**src/rtl/serial_loader.sv**
```systemverilog
// serial_loader: turns a UART byte stream into RAM writes and a CPU start pulse.
// A LOAD frame ('L', addr_hi, addr_lo, count, data..., check) writes the data bytes
// to consecutive addresses.
// A GO frame ('G', addr_hi, addr_lo) releases the CPU at that address.
//
//   state  | meaning
//   IDLE   | waiting for a command byte, other bytes ignored
//   L_AHI  | LOAD: expecting start address high byte
//   L_ALO  | LOAD: expecting start address low byte
//   L_CNT  | LOAD: expecting byte count (0 = 256)
//   L_DATA | LOAD: each byte is written to RAM at ptr, ptr increments
//   L_CHK  | LOAD: expecting check byte, frame sum must be 0 mod 256
//   G_AHI  | GO: expecting start address high byte
//   G_ALO  | GO: expecting start address low byte, then pulse go

module serial_loader #(
    parameter logic [7:0] CMD_LOAD   = 8'h4C,
    parameter logic [7:0] CMD_GO     = 8'h47,
    parameter int         ADDR_WIDTH = 16
) (
    input  logic                  clock,
    input  logic                  reset,
    input  logic                  rx_valid,
    input  logic [7:0]            rx_data,
    output logic [ADDR_WIDTH-1:0] mem_address,
    output logic                  mem_write_en,
    output logic [7:0]            mem_data,
    output logic                  cpu_hold,
    output logic                  go,
    output logic [ADDR_WIDTH-1:0] go_address,
    output logic                  checksum_err
);

    typedef enum logic [2:0] {
        IDLE,
        L_AHI,
        L_ALO,
        L_CNT,
        L_DATA,
        L_CHK,
        G_AHI,
        G_ALO
    } state_t;

    state_t                state;
    logic [ADDR_WIDTH-1:0] ptr;
    logic [7:0]            count;
    logic [7:0]            sum;

    // Frame parser: every output is registered; strobes default low each cycle.
    always_ff @(posedge clock or posedge reset) begin
        if (reset) begin
            state        <= IDLE;
            ptr          <= '0;
            count        <= 8'd0;
            sum          <= 8'd0;
            mem_address  <= '0;
            mem_write_en <= 1'b0;
            mem_data     <= 8'd0;
            cpu_hold     <= 1'b1;
            go           <= 1'b0;
            go_address   <= '0;
            checksum_err <= 1'b0;
        end else begin
            mem_write_en <= 1'b0;
            go           <= 1'b0;
            if (rx_valid) begin
                case (state)
                    IDLE: begin
                        if (rx_data == CMD_LOAD) begin
                            state        <= L_AHI;
                            cpu_hold     <= 1'b1;
                            checksum_err <= 1'b0;
                            sum          <= 8'd0;
                        end else if (rx_data == CMD_GO) begin
                            state <= G_AHI;
                        end
                    end
                    L_AHI: begin
                        ptr[15:8] <= rx_data;
                        sum       <= sum + rx_data;
                        state     <= L_ALO;
                    end
                    L_ALO: begin
                        ptr[7:0] <= rx_data;
                        sum      <= sum + rx_data;
                        state    <= L_CNT;
                    end
                    L_CNT: begin
                        // count runs down modulo 256, so a load of 0 yields 256 bytes
                        count <= rx_data;
                        sum   <= sum + rx_data;
                        state <= L_DATA;
                    end
                    L_DATA: begin
                        mem_address  <= ptr;
                        mem_data     <= rx_data;
                        mem_write_en <= 1'b1;
                        ptr          <= ptr + 1'b1;
                        sum          <= sum + rx_data;
                        count        <= count - 8'd1;
                        if (count == 8'd1) begin
                            state <= L_CHK;
                        end
                    end
                    L_CHK: begin
                        if ((sum + rx_data) != 8'd0) begin
                            checksum_err <= 1'b1;
                        end
                        state <= IDLE;
                    end
                    G_AHI: begin
                        go_address[15:8] <= rx_data;
                        state            <= G_ALO;
                    end
                    G_ALO: begin
                        go_address[7:0] <= rx_data;
                        go              <= 1'b1;
                        cpu_hold        <= 1'b0;
                        state           <= IDLE;
                    end
                    default: state <= IDLE;
                endcase
            end
        end
    end

endmodule

```
**config.mk**
```make
export PLATFORM = sky130hd
export DESIGN_NAME = serial_loader
export DESIGN_NICKNAME = d
export VERILOG_FILES = /design/src/rtl/serial_loader.sv
export SDC_FILE = /design/constraint.sdc
export NUM_CORES = 1
export LEC_CHECK = 0
export CAP_MARGIN = 30
export CORE_AREA = 5 5 115 117
export DETAILED_ROUTE_END_ITERATION = 7
export DIE_AREA = 0 0 120 122
export PLACE_DENSITY_LB_ADDON = 0.12
export SLEW_MARGIN = 20
export SYNTH_ARGS = -nofsm -noshare
export SYNTH_HDL_FRONTEND = slang
export SYNTH_SLANG_ARGS = --single-unit
```
**constraint.sdc**
```tcl
create_clock -name clock -period 2.6 [get_ports clock]
set_input_delay 0.39 -clock clock [delete_from_list [all_inputs] [get_ports clock]]
set_output_delay 0.39 -clock clock [all_outputs]
set_load 0.005 [all_outputs]
```
==> results of run 1 <==
==> through the flow <==
stage          cells  util [%]  total power, mW
6_report         620      43.0             6.72
5_1_grt          620      43.0             7.24
4_1_cts          620      43.0             6.80
3_5_place_dp     604      40.2             5.29
3_3_place_gp     604      40.2             5.25
2_1_floorplan    399         -             4.08
==> per-layer routing <==
metal  share of wire (%)  vias up
li1                    -     1603
met1                  46     1624
met2                  48       78
met3                 4.6        9
met4                 1.0        0
met5                   0        -
==> power breakdown <==
group	internal, mW	leakage [nW]	switching (mW)
clock	0.941	0.166	0.523
combinational	1.58	1.11	1.34
sequential	1.83	0.937	0.506
==> cell type report <==
| type | count | share of cell area [%] |
|---|---|---|
| clock buffer | 9 | 4.27 |
| clock inverter | 7 | 2.28 |
| inverter | 8 | 0.594 |
| multi-input combinational | 292 | 38.0 |
| sequential | 79 | 37.5 |
| tap | 150 | 3.56 |
| timing repair buffer | 75 | 13.7 |
==> cells by family (layout without fill, tap and decap cells) <==
logic type | after synthesis | in the layout | share of synthesized area [%]
compound gates | 107 | 107 | 17.3
buf+inv | 28 | 99 | 3.25
mux | 33 | 33 | 9.00
simple gates | 136 | 136 | 17.6
fa+ha+maj | 11 | 11 | 3.53
flops | 79 | 79 | 48.1
xor+xnor | 5 | 5 | 1.25
==> worst min path at each step <==
| stage | from | slack [ns] | endpoint |
|---|---|---|---|
| after CTS | reset | 0.42 | mem_data[1] |
| after global placement | go_address[0] | 0.47 | go_address[0] |
| final | reset | 0.40 | mem_data[1] |
| after floorplan | sum[2] | 0.45 | sum[2] |
| after detailed placement | go_address[2] | 0.46 | go_address[2] |
| after global routing | reset | 0.46 | mem_data[1] |
==> cell usage in the layout (no fill, tap or decap), types with 3 or more instances in the layout <==
master and n:
sky130_fd_sc_hd__nor4_1 4, sky130_fd_sc_hd__inv_1 6, sky130_fd_sc_hd__o21ai_0 24, sky130_fd_sc_hd__xor2_1 3, sky130_fd_sc_hd__nand2b_1 4, sky130_fd_sc_hd__nor3b_1 4, sky130_fd_sc_hd__buf_4 19, sky130_fd_sc_hd__o22a_1 11
sky130_fd_sc_hd__a41oi_1 3, sky130_fd_sc_hd__dfrtp_1 78, sky130_fd_sc_hd__and3_1 5, sky130_fd_sc_hd__o21ai_1 4, sky130_fd_sc_hd__o21bai_1 3, sky130_fd_sc_hd__clkdlybuf4s50_1 54, sky130_fd_sc_hd__nand2_1 47, sky130_fd_sc_hd__a21oi_1 25
sky130_fd_sc_hd__nor3_1 6, sky130_fd_sc_hd__a31oi_1 10, sky130_fd_sc_hd__o21a_1 3, sky130_fd_sc_hd__ha_1 10, sky130_fd_sc_hd__a22o_1 6, sky130_fd_sc_hd__bufinv_16 3, sky130_fd_sc_hd__nand3_1 13, sky130_fd_sc_hd__nor2b_1 3
sky130_fd_sc_hd__nor2_1 26, sky130_fd_sc_hd__mux2_2 31, sky130_fd_sc_hd__and2_1 3, sky130_fd_sc_hd__clkbuf_16 9
==> flip-flops by register name, summed over array words and instances, names as in the netlist <==
signal / count
mem_address: 16
ptr: 16
sum: 8
mem_write_en: 1
checksum_err: 1
go_address: 16
count: 8
state: 3
go: 1
mem_data: 8
cpu_hold: 1
==> metrics, run 1 <==
status complete, no violations; Place WS 0.0311 ns; critical register-to-register path startpoint sum[0]; Total Negative Setup Slacks 0 ns; Post-Route Skew about 0.0064 ns; total via count in the routed design ~3300; critical path buffer and inverter count 1; total CTS buffers 9; total half-perimeter wirelength after legalization and detailed placement between 7000 and 8000 um; syn_area_per_cell around 10 sq um; RSZ-0062 raised after global routing no; cell taking the most area after synthesis sky130_fd_sc_hd__dfrtp_1; final estimated routing congestion in global placement about 0.76; EDFF count, synth 0; met1 layer usage reported by global route 20.4%; fraction of the yosys area taken by sequential cells between 40 and 50%; mapped cell area between 4000 and 5000 sq um; arrival time at the worst endpoint 2.46 ns; overall die width 120 um; critical path's largest stage delay 0.42 ns; clk sink count just under 80; maximum number of pins on one net before global-route repair 33; timing startpoint of the critical path rx_data[0]; Routed Antenna Nets 0; highest-utilization routing layer at the global route stage met2; number of I/O pins 55; share of synthesized registers carrying an async set or reset 100%; number of detailed-route iterations in the first pass 4; count of cells along the worst register-to-register path 7; worst path required time around 2.8 ns; post-synth net total 421; vias in the first global route ~3400; footprint of the flip-flops and latches around 2000 sq um; antenna violations before repair 0; synth cell count leaders sky130_fd_sc_hd__dfrtp_1 (78), sky130_fd_sc_hd__nand2_1 (47), sky130_fd_sc_hd__mux2_2 (31); Core Region 12300 sq um; Critical Path Stages 8; worst hold path class in2async; die height 122 um; synthesized flop and latch total 79; FF-to-FF setup slack 0.47 ns; CP max-delay cell sky130_fd_sc_hd__clkdlybuf4s50_1; r2r endpoint checksum_err; clock-pin slew on the worst setup and hold paths 0.06 ns; maximum fanout count along the critical path 3; critical path launch point type primary input; number of standard cells after synthesis 399; largest cells by area after synthesis sky130_fd_sc_hd__dfrtp_1 (47%), sky130_fd_sc_hd__mux2_2 (8.5%), sky130_fd_sc_hd__nand2_1 (4.3%); area share of the largest cell type after synthesis 47.4%; number of resized instances in the post-cts repair step 0; Placed Area 4920 sq um; most numerous cell in the Yosys netlist sky130_fd_sc_hd__dfrtp_1; maximum count of clock buffers along a single path 2; endpoint kind of the worst setup timing path flip-flop; global-route track usage on met3 3.90%; final routed DRC violation total 0; total count of max-transition violations in the final report 0; critical path start-end classification in2reg; worst setup path end checksum_err; Max Cap Violations 0; number of vias per cell after detailed routing 5.35; number of H-tree branching levels 3; met2 track demand over resource 25.9%; TritonCTS clock tree built; Diodes inserted 0; wire length of the first global-routing pass 17900 um; Layout Nets 487; least setup slack across all paths after layout 0.355 ns; ratio of cells with drive above 1 in the final layout 17.2%; count of distinct cell types in the synthesized netlist 69; number of warning messages in the yosys log 0; P per Cell Area 1280 nW/um^2; overall die area between 10000 and 15000 sq um; IO buf count 54; Post-Route WL between 10000 and 15000 um; leakage power figure 2.21 nW; number of buffers added to fix hold violations after cts 0; crit share post-route 86.3%; cell family with most CP delay adder cells; final setup violating endpoints 0; clock latency at the later pin of the worst-skew pair 0.33 ns; number of fill cells roughly 1200; Highest Clock Rate 0.445 GHz; final hold violation count 0; series of cell instances along the critical path clkdlybuf4s50_1 -> ha_1 -> fa_1 -> and3_1 -> o2111ai_1 -> o211ai_1 -> nor4_1 -> a31oi_1; detail-routed net length per standard cell ~17 um; worst vdd ir 519 uV; initial standard-cell utilization of the core 33.6%; Starting DRT DRC Count 194; area occupied by multi-input gates 2000 sq um; Post-synth top flop sky130_fd_sc_hd__dfrtp_1; actual slew at the worst max-slew pin 0.721 ns; shortest clock period the worst path allows after layout 2.24 ns; setup repair bufs after CTS 0; worst relative slew slack 51.8%; global router's overall resource usage 15.5%; Core Rows 41; area added between synthesis and finish 28.0%; grt ovf 0; CTS Root Buffer Type sky130_fd_sc_hd__clkbuf_16; worst hold slack 0.399 ns; final standard cell area without fillers 5270 sq um
Power figures use the tool's default switching activity.
==> run 2: changes to the inputs <==
--- a/config.mk
+++ b/config.mk
@@ -9,7 +9,6 @@
 export CORE_AREA = 5 5 115 117
 export DETAILED_ROUTE_END_ITERATION = 7
 export DIE_AREA = 0 0 120 122
-export PLACE_DENSITY_LB_ADDON = 0.12
 export SLEW_MARGIN = 20
 export SYNTH_ARGS = -nofsm -noshare
 export SYNTH_HDL_FRONTEND = slang
==> metrics, run 2 (synthesis results as in run 1) <==
status complete, no violations; worst hold path class in2async; antenna violations before repair 0; FF-to-FF setup slack 0.48 ns; r2r endpoint mem_address[10]; Met3 Wirelength 627 um; Top Registers go_address x16, mem_address x16, ptr x16; timing startpoint of the critical path rx_data[1]; vias in the first global route around 3300; footprint of the flip-flops and latches ~2000 sq um; worst setup path end checksum_err; worst vdd ir between 500 and 600 uV; final standard cell area without fillers 5210 sq um; global router's overall resource usage 14.6%; endpoint kind of the worst setup timing path flip-flop; metal2 WL 4540 um; actual slew at the worst max-slew pin 0.706 ns; wire length of the first global-routing pass 17000 um; portion of total power attributed to sequential cells 35.3%; Post-Route Skew 0.00605 ns; Layout Nets 483; Starting DRT DRC Count 193; detail-routed net length per standard cell 16.4 um; RSZ-0062 raised after global routing no; number of buffers added to fix hold violations after cts 0; ratio of cells with drive above 1 in the final layout 16.5%; arrival time at the worst endpoint 2.43 ns; CP max-delay cell sky130_fd_sc_hd__a211oi_1; Core Rows 41; Highest Clock Rate 0.450 GHz; area occupied by multi-input gates 2000 sq um; utilization after layout 42.5%; critical path launch point type primary input; number of I/O pins 55; final routed DRC violation total 0; overall die area 14600 sq um; maximum number of pins on one net before global-route repair 80; final hold violation count 0; commonest non-fill, non-tap cell in the layout sky130_fd_sc_hd__dfrtp_1; overall die width 120 um; Diodes inserted 0; count of cells along the worst register-to-register path 4; clk sink count 79; TritonCTS clock tree built; Total Negative Setup Slacks 0 ns; commonest cells after routing, fill and taps aside sky130_fd_sc_hd__dfrtp_1 (78), sky130_fd_sc_hd__clkdlybuf4s50_1 (54), sky130_fd_sc_hd__nand2_1 (47); Placed Area around 4900 sq um; die height 122 um; topmost layer with routed signal wires met4; clock-pin slew on the worst setup and hold paths ~0.070 ns; worst path required time 2.81 ns; series of cell instances along the critical path clkdlybuf4s50_1 -> ha_1 -> a211oi_1 -> nor2_1 -> xor2_1 -> nor4_1 -> a31oi_1; critical path's largest stage delay 0.50 ns; critical register-to-register path startpoint state[0]; number of detailed-route iterations in the first pass 4; P per Cell Area about 1300 nW/um^2; shortest clock period the worst path allows after layout approximately 2.2 ns; number of vias per cell after detailed routing about 5.3; Place WS 0.0281 ns; final estimated routing congestion in global placement 0.874; Post-Route WL 10100 um; clock network fraction of total power between 20% and 30%; total count of max-transition violations in the final report 0; CTS Root Buffer Type sky130_fd_sc_hd__clkbuf_16; number of H-tree branching levels 3; net switching fraction of the power 36.0%; number of fill cells 1180; critical path buffer and inverter count 1; critical path start-end classification in2reg; maximum count of clock buffers along a single path 2; least setup slack across all paths after layout 0.380 ns; final setup violating endpoints 0; leakage power figure 2.18 nW; switching component of the power 2.39 mW; total CTS buffers 9; cell family with most CP delay compound AO/OA/AOI/OAI gates; Routed Antenna Nets 0; Critical Path Stages 7; met1 wire length 4760 um; internal power summed over all cells 4.25 mW; area added between synthesis and finish 26.6%; crit share post-route 85.4%; maximum fanout count along the critical path 4; Core Region 12300 sq um; relative contribution of combinational cells to total power 43.7%; Max Cap Violations 0; number of resized instances in the post-cts repair step 0; worst relative slew slack a little over half; setup repair bufs after CTS 0; grt ovf 0; total half-perimeter wirelength after legalization and detailed placement 7060 um; initial standard-cell utilization of the core between 30% and 40%; clock latency at the later pin of the worst-skew pair 0.34 ns; IO buf count 54; total via count in the routed design 3279
run 2: layout make-up:
type,count,share of cell area (%)
Tap cell,150,3.60
Sequential cell,79,38.0
Clock inverter,7,1.99
Timing Repair Buffer,71,13.1
Clock buffer,9,4.32
Inverter,8,0.577
Multi-Input combinational cell,292,38.5
run 2: tightest hold or removal path: cells and delay by family:
family | cells | cell delay [ns]
buf+inv | 3 | 0.83
run 2: per-layer routing:
| layer | vias to the layer above | GRT usage [%] |
|---|---|---|
| met5 | - | 0 |
| met4 | 0 | 4.29 |
| met3 | 15 | 4.60 |
| met2 | 82 | 22.8 |
| met1 | 1592 | 19.5 |
| li1 | 1590 | - |
run 2: power by group through the flow:
stage | registers (mW) | clock network, mW | logic, mW
4_1_cts | 2.34 | 1.42 | 2.92
3_5_place_dp | 2.35 | 0 | 2.90
3_3_place_gp | 2.34 | 0 | 2.83
2_1_floorplan | 2.25 | 0 | 1.83
6_report | 2.34 | 1.39 | 2.90
5_1_grt | 2.44 | 1.47 | 3.23
run 2: worst min path at each step:
stage	from	end	depth (start not counted)
final	reset	go_address[4]	3
after CTS	reset	go_address[12]	3
after floorplan	sum[2]	sum[2]	2
after detailed placement	go_address[7]	go_address[7]	2
after global routing	go_address[4]	go_address[4]	2
after global placement	go_address[1]	go_address[1]	2
run 2: per-stage QoR:
stage          total power, mW  hold slack (ns)  std cells
2_1_floorplan             4.08            0.454        399
3_3_place_gp              5.17            0.461        599
3_5_place_dp              5.25            0.467        599
4_1_cts                   6.68            0.485        615
5_1_grt                   7.14            0.498        616
6_report                  6.63            0.458        616
